<file path="src/rtl/if_fetch_unit_if.sv">
// -----------------------------------------------------------------------------
// if_fetch_unit_if
// Bundles the fetch-stage signals: the ROM port, the PC/redirect inputs and the
// decode-side handshake.
//
// Handshake (decode side): a head entry transfers on a rising clock edge where
// inst_valid && inst_ready are both high. inst_valid never depends on
// inst_ready. The entry fields inst/inst_pc/inst_fault are meaningful only
// while inst_valid is high.
//
// Modports:
//   master : the fetch unit (drives rom_addr, inst_*, dbg_state)
//   slave  : the environment (ROM, PC/redirect logic, decode)
//
// Signals:
//   rom_addr       ROM word address (ROM_AW bits)
//   rom_data       asynchronous ROM read data (32)
//   fetch_en       fetch permitted
//   redirect_valid branch/jump/trap redirect strobe
//   redirect_pc    redirect target (32)
//   inst_valid     FIFO head valid
//   inst_ready     decode accepts head
//   inst, inst_pc  head instruction and its PC (32 each)
//   inst_fault     head is a fetch fault
//   dbg_state      current FSM state (0=FETCH, 1=HALT, 2=FAULT)
// -----------------------------------------------------------------------------
interface if_fetch_unit_if #(
    parameter int ROM_AW = 11
);
    logic [ROM_AW-1:0] rom_addr;
    logic [31:0]       rom_data;
    logic              fetch_en;
    logic              redirect_valid;
    logic [31:0]       redirect_pc;
    logic              inst_valid;
    logic              inst_ready;
    logic [31:0]       inst;
    logic [31:0]       inst_pc;
    logic              inst_fault;
    logic [1:0]        dbg_state;

    modport master (
        output rom_addr,
        input  rom_data,
        input  fetch_en,
        input  redirect_valid,
        input  redirect_pc,
        output inst_valid,
        input  inst_ready,
        output inst,
        output inst_pc,
        output inst_fault,
        output dbg_state
    );

    modport slave (
        input  rom_addr,
        output rom_data,
        output fetch_en,
        output redirect_valid,
        output redirect_pc,
        input  inst_valid,
        output inst_ready,
        input  inst,
        input  inst_pc,
        input  inst_fault,
        input  dbg_state
    );
endinterface

</file>
<file path="src/rtl/if_fetch_unit.sv">
// -----------------------------------------------------------------------------
// if_fetch_unit
// Instruction fetch stage: holds the PC, addresses the asynchronous instruction
// ROM and buffers {pc, inst, fault} entries in a small FIFO that feeds decode.
// A redirect flushes the FIFO and reloads the PC. A misaligned or out-of-range
// PC produces a single fault entry carrying a NOP, after which fetching stops
// until the next redirect.
//
// Ports:
//   clk            core clock, all state on the rising edge
//   rstn           asynchronous active-low reset
//   bus            if_fetch_unit_if.master (ROM, redirect and decode signals)
//   perf_fetch_cnt pushes performed (only with IF_PERF_EN)
//   perf_stall_cnt cycles blocked by a full FIFO (only with IF_PERF_EN)
//
// Optional feature macro: IF_PERF_EN adds the two performance counters.
// -----------------------------------------------------------------------------
module if_fetch_unit #(
    parameter logic [31:0] RESET_PC   = 32'h0000_0000,
    parameter int          ROM_AW     = 11,
    parameter int          FIFO_DEPTH = 2
) (
    input  logic             clk,
    input  logic             rstn,
    if_fetch_unit_if.master  bus
`ifdef IF_PERF_EN
    ,
    output logic [31:0]      perf_fetch_cnt,
    output logic [31:0]      perf_stall_cnt
`endif
);

    localparam int            PW      = $clog2(FIFO_DEPTH);
    localparam logic [PW:0]   DEPTH_C = (PW+1)'(FIFO_DEPTH);
    localparam logic [31:0]   NOP     = 32'h0000_0013;

    typedef enum logic [1:0] {
        S_FETCH = 2'd0,
        S_HALT  = 2'd1,
        S_FAULT = 2'd2
    } state_t;

    state_t        r_state;
    state_t        w_state_nxt;
    logic [31:0]   r_pc;
    logic [PW:0]   r_count;
    logic [PW-1:0] r_wptr;
    logic [PW-1:0] r_rptr;
    logic [31:0]   r_mem_inst  [FIFO_DEPTH];
    logic [31:0]   r_mem_pc    [FIFO_DEPTH];
    logic          r_mem_fault [FIFO_DEPTH];

    logic          w_fault;
    logic          w_push;
    logic          w_pop;
    logic          w_full;

    // Fault when the PC is not word aligned or lies beyond the ROM.
    assign w_fault = (r_pc[1:0] != 2'b00) || (|r_pc[31:ROM_AW+2]);
    // Full uses the registered count: a same-cycle pop does not free a slot.
    assign w_full  = (r_count == DEPTH_C);
    assign w_push  = (r_state == S_FETCH) && bus.fetch_en && !w_full && !bus.redirect_valid;
    assign w_pop   = (r_count != '0) && bus.inst_ready && !bus.redirect_valid;

    assign bus.rom_addr   = r_pc[ROM_AW+1:2];
    assign bus.inst_valid = (r_count != '0);
    assign bus.inst       = r_mem_inst[r_rptr];
    assign bus.inst_pc    = r_mem_pc[r_rptr];
    assign bus.inst_fault = r_mem_fault[r_rptr];
    assign bus.dbg_state  = r_state;

    // Next-state logic; redirect overrides every other transition.
    always_comb begin
        w_state_nxt = r_state;
        if (bus.redirect_valid) begin
            w_state_nxt = bus.fetch_en ? S_FETCH : S_HALT;
        end else begin
            case (r_state)
                S_FETCH: begin
                    if (!bus.fetch_en)          w_state_nxt = S_HALT;
                    else if (w_push && w_fault) w_state_nxt = S_FAULT;
                end
                S_HALT:  if (bus.fetch_en) w_state_nxt = S_FETCH;
                S_FAULT: w_state_nxt = S_FAULT;
                default: w_state_nxt = S_FETCH;
            endcase
        end
    end

    always_ff @(posedge clk or negedge rstn) begin
        if (!rstn) r_state <= S_FETCH;
        else       r_state <= w_state_nxt;
    end

    // PC, pointers and occupancy.
    always_ff @(posedge clk or negedge rstn) begin
        if (!rstn) begin
            r_pc    <= RESET_PC;
            r_count <= '0;
            r_wptr  <= '0;
            r_rptr  <= '0;
        end else if (bus.redirect_valid) begin
            r_pc    <= bus.redirect_pc;
            r_count <= '0;
            r_wptr  <= '0;
            r_rptr  <= '0;
        end else begin
            if (w_push && !w_fault) r_pc <= r_pc + 32'd4;
            if (w_push) r_wptr <= r_wptr + PW'(1);
            if (w_pop)  r_rptr <= r_rptr + PW'(1);
            if (w_push && !w_pop)      r_count <= r_count + (PW+1)'(1);
            else if (!w_push && w_pop) r_count <= r_count - (PW+1)'(1);
        end
    end

    // Entry storage; a fault entry carries a NOP instead of ROM data.
    always_ff @(posedge clk or negedge rstn) begin
        if (!rstn) begin
            for (int i = 0; i < FIFO_DEPTH; i++) begin
                r_mem_inst[i]  <= '0;
                r_mem_pc[i]    <= '0;
                r_mem_fault[i] <= 1'b0;
            end
        end else if (w_push) begin
            r_mem_inst[r_wptr]  <= w_fault ? NOP : bus.rom_data;
            r_mem_pc[r_wptr]    <= r_pc;
            r_mem_fault[r_wptr] <= w_fault;
        end
    end

`ifdef IF_PERF_EN
    always_ff @(posedge clk or negedge rstn) begin
        if (!rstn) begin
            perf_fetch_cnt <= '0;
            perf_stall_cnt <= '0;
        end else begin
            if (w_push) perf_fetch_cnt <= perf_fetch_cnt + 32'd1;
            if ((r_state == S_FETCH) && bus.fetch_en && w_full && !bus.redirect_valid)
                perf_stall_cnt <= perf_stall_cnt + 32'd1;
        end
    end
`endif

endmodule

</file>
<file path="src/flat_wrapper.sv">
// flat-port wrapper written by rule: the top's interface ports become plain ports
module if_fetch_unit_flat 
#(
    parameter logic [31:0] RESET_PC   = 32'h0000_0000,
    parameter int          ROM_AW     = 11,
    parameter int          FIFO_DEPTH = 2
)
  (clk, rstn, bus_rom_addr, bus_rom_data, bus_fetch_en, bus_redirect_valid, bus_redirect_pc, bus_inst_valid, bus_inst_ready, bus_inst, bus_inst_pc, bus_inst_fault, bus_dbg_state);
  if_fetch_unit_if #(.ROM_AW(ROM_AW)) bus_i ();
  input  logic clk;
  input  logic rstn;
  output wire logic [$bits(bus_i.rom_addr)-1:0] bus_rom_addr;
  input wire logic [$bits(bus_i.rom_data)-1:0] bus_rom_data;
  input wire logic [$bits(bus_i.fetch_en)-1:0] bus_fetch_en;
  input wire logic [$bits(bus_i.redirect_valid)-1:0] bus_redirect_valid;
  input wire logic [$bits(bus_i.redirect_pc)-1:0] bus_redirect_pc;
  output wire logic [$bits(bus_i.inst_valid)-1:0] bus_inst_valid;
  input wire logic [$bits(bus_i.inst_ready)-1:0] bus_inst_ready;
  output wire logic [$bits(bus_i.inst)-1:0] bus_inst;
  output wire logic [$bits(bus_i.inst_pc)-1:0] bus_inst_pc;
  output wire logic [$bits(bus_i.inst_fault)-1:0] bus_inst_fault;
  output wire logic [$bits(bus_i.dbg_state)-1:0] bus_dbg_state;
  assign bus_rom_addr = bus_i.rom_addr;
  assign bus_i.rom_data = bus_rom_data;
  assign bus_i.fetch_en = bus_fetch_en;
  assign bus_i.redirect_valid = bus_redirect_valid;
  assign bus_i.redirect_pc = bus_redirect_pc;
  assign bus_inst_valid = bus_i.inst_valid;
  assign bus_i.inst_ready = bus_inst_ready;
  assign bus_inst = bus_i.inst;
  assign bus_inst_pc = bus_i.inst_pc;
  assign bus_inst_fault = bus_i.inst_fault;
  assign bus_dbg_state = bus_i.dbg_state;
  if_fetch_unit #(.RESET_PC(RESET_PC), .ROM_AW(ROM_AW), .FIFO_DEPTH(FIFO_DEPTH)) u_core (.clk(clk), .rstn(rstn), .bus(bus_i));
endmodule
</file>
<file path="config.mk">
export PLATFORM = sky130hd
export DESIGN_NAME = if_fetch_unit_flat
export DESIGN_NICKNAME = d
export VERILOG_FILES = /design/src/rtl/if_fetch_unit_if.sv /design/src/rtl/if_fetch_unit.sv /design/src/flat_wrapper.sv
export SDC_FILE = /design/constraint.sdc
export NUM_CORES = 1
export LEC_CHECK = 0
export CORE_UTILIZATION = 31
export DETAILED_ROUTE_END_ITERATION = 8
export DONT_BUFFER_PORTS = 1
export PLACE_DENSITY_LB_ADDON = 0.12
export SETUP_SLACK_MARGIN = 0.15
export SYNTH_ARGS = -nofsm -noshare
export SYNTH_HDL_FRONTEND = slang
export SYNTH_SLANG_ARGS = --single-unit
</file>
<file path="constraint.sdc">
create_clock -name clk -period 1.9 [get_ports clk]
set_input_delay 0.095 -clock clk [delete_from_list [all_inputs] [get_ports clk]]
set_output_delay 0.095 -clock clk [all_outputs]
set_load 0.005 [all_outputs]
</file>
## Word-level counts from Yosys, hierarchy flattened

Cells that the tools add are included.

- Flip-flop bits (word level): 168
- Output and inout port bits: 79
- Input port bits: 69

- Mux-type cells: 32
- Reductions and logical operators: 25
- Equality and inequality tests: 5
- $lt $le $gt $ge: 3
- Bitwise operators: 2
- Add/subtract/negate cells: 5

Operator list:

| cell | count |
|---|---|
| $mux W32 | 10 |
| $bwmux W64 | 2 |
| $add A32 B3 Y32 const B | 1 |
| $demux W32 S1 | 1 |
| $reduce_or A19 Y1 | 1 |
| $mux W2 | 7 |
| $logic_and A1 B1 Y1 | 10 |
| $reduce_bool A2 Y1 | 5 |
| $mux W1 | 9 |
| $pmux W2 S3 | 1 |
| $logic_not A1 Y1 | 5 |
| $eq A2 B2 Y1 const B | 2 |
| $ge A2 B2 Y1 const B | 2 |
| $ne A4 B4 Y1 const B | 1 |
| $not A1 Y2 | 2 |
| $ne A3 B3 Y1 const B | 1 |
| $reduce_bool A3 Y1 | 1 |
| $add A1 B1 Y1 const B | 2 |
| $add A2 B1 Y2 const B | 1 |
| $bwmux W2 | 1 |
| $eq A2 B1 Y1 const B | 1 |
| $logic_not A2 Y1 | 1 |
| $lt A2 B1 Y1 const B | 1 |
| $reduce_and A2 Y1 | 1 |
| 3 further kinds | 3 |

## Depth between registers and ports, before layout

- Depth after elaboration: 9
- Mapped depth: 8
- Mapped depth without buffers: 5

## Worst setup path before layout

Ideal clock, no wire load.

- Path type: register -> register
- Start: register u_core.r_state[1] (netlist: u_core.bus.dbg_state[1])
- End: register u_core.r_mem_pc[33] in the netlist's numbering
- Slack: -40 ps
- Cell stages (with the launch flop): 7
- Library setup time: 125 ps
- Required time: 1,775 ps
- Data arrival time: 1,815 ps
- Cell sequence: dfrtp_1 nor3b_4 nand2_4 or3_1 buf_6 buf_6 mux2_4

- Longest elaborated chain between the ends: 4

Ends and longest elaborated chain:

| item | RTL line | source |
|---|---|---|
| start: declaration | if_fetch_unit.sv:43 | `state_t r_state;` |
| start signal: assignment | if_fetch_unit.sv:92 | `else r_state <= w_state_nxt;` |
| $logic_not A2 Y1 | if_fetch_unit.sv:62 | `assign w_push = (r_state == S_FETCH) && bus.fetch_en && !w_full && !bus.redirect_valid;` |
| $logic_and A1 B1 Y1 (3 in a row) | if_fetch_unit.sv:62 |  |
| end signal: indexed assignment | if_fetch_unit.sv:126 | `r_mem_pc[r_wptr] <= r_pc;` |
| end: declaration | if_fetch_unit.sv:50 | `logic [31:0] r_mem_pc [FIFO_DEPTH];` |

Every way passes these cells.
A chain may end at the register's enable or synchronous reset.

## Final worst setup path

- Start: register u_core.r_state[1] (netlist: u_core.bus.dbg_state[1])
- End: register u_core.r_mem_pc[54] in the netlist's numbering

Same word-level chain as after synthesis.

==> results.json <==
{
  "syn2layout_area_growth_pct": 47.5,
  "cts_tree": "yes",
  "max-vdd-ir-drop_uv": 461,
  "critPathArrivalTime_ps": 2260,
  "crit_type": "reg2reg",
  "start_util_pct": 31.7,
  "ys_top_cells_by_area": "dfrtp_1 55%, mux2_2 17%, mux2_4 5.5%",
  "antenna_cells": 0,
  "ff2ff_path_depth": 6,
  "n_fill_cell": 2188,
  "yosysTopAreaCellShare_pct": 54.6,
  "grt_max_degree": 169,
  "clock-sinks": 168,
  "start_kind": "flop",
  "worst_r2r_endpoint": "u_core.r_mem_pc[54]",
  "port_buffers": 0,
  "fin_crit_sh_pct": 102,
  "async_flop_share_pct": 100,
  "outcome": "finished, violations left",
  "drv_cap": 0,
  "dp_hpwl_mm": 11.6,
  "row_count": 57,
  "internal_power_mw": 7.83,
  "grt_pass1_vias": 5817,
  "synthCells": 659,
  "totalWireLength_mm": 23.2,
  "synthesis.area_um2": 7700,
  "finalSetupViolCount": 42,
  "die-height_um": 160,
  "dp_slack_ps": -129,
  "final.setup.tns_ps": -1230,
  "max_freq_mhz": 514,
  "period_needed_ps": 1950,
  "grt_util_all_layers_pct": 17.3,
  "fin_ws_ps": -47.3,
  "yosysWarnings": 0,
  "worst_slew_pin_slew_ps": 311,
  "relSlewSlack_pct": 79.3,
  "power_mw": 10.8,
  "reg2reg_slack_ps": -50,
  "multiInputGateArea_um2": 3810,
  "pwr-share-seq_pct": 45.2,
  "cts-htree-levels": 4,
  "vias": 5550,
  "nets": 859,
  "synth_cell_types": 35,
  "layout-drive-gt1-share_pct": 47.4,
  "r2r-start": "u_core.bus.dbg_state[1]",
  "grt_overflow": 0,
  "clk_latency_ps": 430,
  "wl_per_cell_um": 20.6,
  "cp.required_ps": 2210,
  "seq_area_frac_synth_pct": 54.6,
  "cts_hold_buf": 69,
  "slew_viol_final": 0,
  "fin_util_pct": 46.7,
  "p_sw_share_pct": 27.4,
  "synth-edff-count": 0,
  "syn_area_per_cell_um2": 11.7,
  "hold_viol": 168,
  "core_um2": 24300,
  "clkPwrFrac_pct": 32.5,
  "netSwitchingPower_mw": 2.95,
  "power_frac_comb_pct": 22.3,
  "final.setup_skew_ps": 15.0,
  "chipWidth_um": 160,
  "clockBufferDepth": 2,
  "viasPerCell": 4.93,
  "antenna_found_initial": 0,
  "hold_path.class": "in2async",
  "place_congestion": 0.740,
  "drtIter0Drc": 268,
  "antenna_left": 0,
  "cp_cell_sequence": "nor3b_4 > nand2_4 > or3_4 > buf_8 > buf_16 > mux2_4",
  "die-area_um2": 25500,
  "finalHoldWorstSlack_ps": -640,
  "drt-pass1-iter-count": 4,
  "ios": 148,
  "synthTopCellsByCount": "168 x dfrtp_1, 119 x mux2_2, 77 x nand2_1",
  "power.density_nw_per_um2": 949,
  "synth_top_cell_by_area": "dfrtp_1",
  "yosysMostFrequentCell": "dfrtp_1",
  "leakagePower_nw": 4.98,
  "synth_seq_cells": 168,
  "slowest_stage": "or3_4",
  "synthFlopType": "dfrtp_1",
  "slowest_delay_ps": 450,
  "cp_max_fo": 7,
  "grt_setup_unrepaired": "yes",
  "clockRootBuffer": "clkbuf_16",
  "grt_pass1_wl_mm": 33.9,
  "synth.net_count": 729,
  "register_area_um2": 4210,
  "clkTransAtPathRegs_ps": 70,
  "violations": "negative hold slack, negative setup slack",
  "numCtsBuffers": 17,
  "crit_path_end_kind": "flop",
  "drc": 0
}
==> state kept, by name (all words and copies together), names as in the netlist <==
| signal | count |
|---|---|
| u_core.bus.dbg_state | 2 |
| u_core.r_count | 2 |
| u_core.r_mem_fault | 2 |
| u_core.r_mem_inst | 64 |
| u_core.r_mem_pc | 64 |
| u_core.r_pc | 32 |
| u_core.r_rptr | 1 |
| u_core.r_wptr | 1 |
==> stage by stage <==
step / cell area, µm² / cells
global route: 11400 / 1126
CTS: 10400 / 1100
detailed placement: 8300 / 963
floorplan: 7870 / 659
global placement: 8300 / 963
finish: 11400 / 1126
==> worst max-delay path: cells and delay by family, from the launching register on <==
family	cells	cell delay, ps
flip-flops	1	410
AND/OR/NAND/NOR	3	810
multiplexers	1	300
buffers and inverters	2	310
==> cells in the final DEF, fill, tap and decap left out, types with 3 or more instances in the layout <==
cell type	count
dfrtp_1	167
xor2_1	4
inv_1	34
nor2_1	9
nor2_4	3
nand2_1	50
buf_8	5
nand4_1	3
buf_12	13
dlygate4sd3_1	68
nand3_2	26
buf_4	30
a21oi_1	5
nand3_1	8
a21oi_2	3
clkbuf_16	28
o21ai_1	46
buf_6	19
nand2_2	17
clkinvlp_4	5
nor4_2	4
mux2_2	73
o21ai_0	4
o21ai_2	24
nand2_4	11
buf_16	18
inv_6	5
clkbuf_1	3
mux2_4	74
xnor2_1	9
nor4_4	7
==> layout make-up <==
class	instances	area share, %
well taps	324	3.57
clock buffers	20	3.85
clock inverters	12	1.25
flip-flops and latches	168	37.1
inverters	34	1.12
repair buffers	164	19.6
multi-input cells	404	33.5
==> what timing repair did <==
| item | in CTS | in global routing |
|---|---|---|
| hold endpoints to repair | 270 | 168 |
| buffers inserted | 22 | 13 |
| gates resized for setup | 98 | 162 |
| gates cloned | 14 | 13 |
| pin swaps | 28 | 46 |
| endpoints found under the setup margin | 187 | 152 |
==> worst max-delay path by stage <==
stage	start	endpoint	cells after the start	slack, ps
6_report	u_core.bus.dbg_state[1]	u_core.r_mem_pc[54]	6	-50
5_1_grt	u_core.bus.dbg_state[1]	u_core.r_pc[12]	8	-130
4_1_cts	u_core.r_pc[24]	u_core.r_mem_inst[13]	9	-20
3_5_place_dp	u_core.r_pc[28]	u_core.r_pc[12]	6	-130
3_3_place_gp	u_core.r_pc[24]	u_core.r_pc[12]	6	-190
2_1_floorplan	u_core.bus.dbg_state[0]	u_core.r_mem_pc[33]	6	-20
==> metal layers <==
| layer | vias up | part of all wire (%) | GRT usage [%] |
|---|---|---|---|
| met5 | - | 0 | 0 |
| li1 | 2530 | - | - |
| met1 | 2867 | 46 | 23.2 |
| met3 | 18 | 4.0 | 3.88 |
| met4 | 0 | 1.1 | 5.20 |
| met2 | 135 | 49 | 27.9 |
==> power groups by stage <==
stage,registers (mW),logic (mW),clock network [mW]
2_1_floorplan,4.73,1.55,0
3_3_place_gp,4.87,1.82,0
3_5_place_dp,4.91,1.85,0
4_1_cts,4.84,2.19,3.59
5_1_grt,4.97,2.60,3.78
6_report,4.87,2.40,3.50
==> kinds of logic (layout without fill, tap and decap cells) <==
group           Yosys count  after routing  share of synthesized area (%)
fa+ha+maj                 1              1                          0.162
xor+xnor                 14             14                           1.59
simple gates            155            155                           9.61
buf+inv                  87            230                           5.31
compound gates           86             86                           5.72
flops                   168            168                           54.6
mux                     148            148                           23.0
Power figures use the tool's default switching activity.
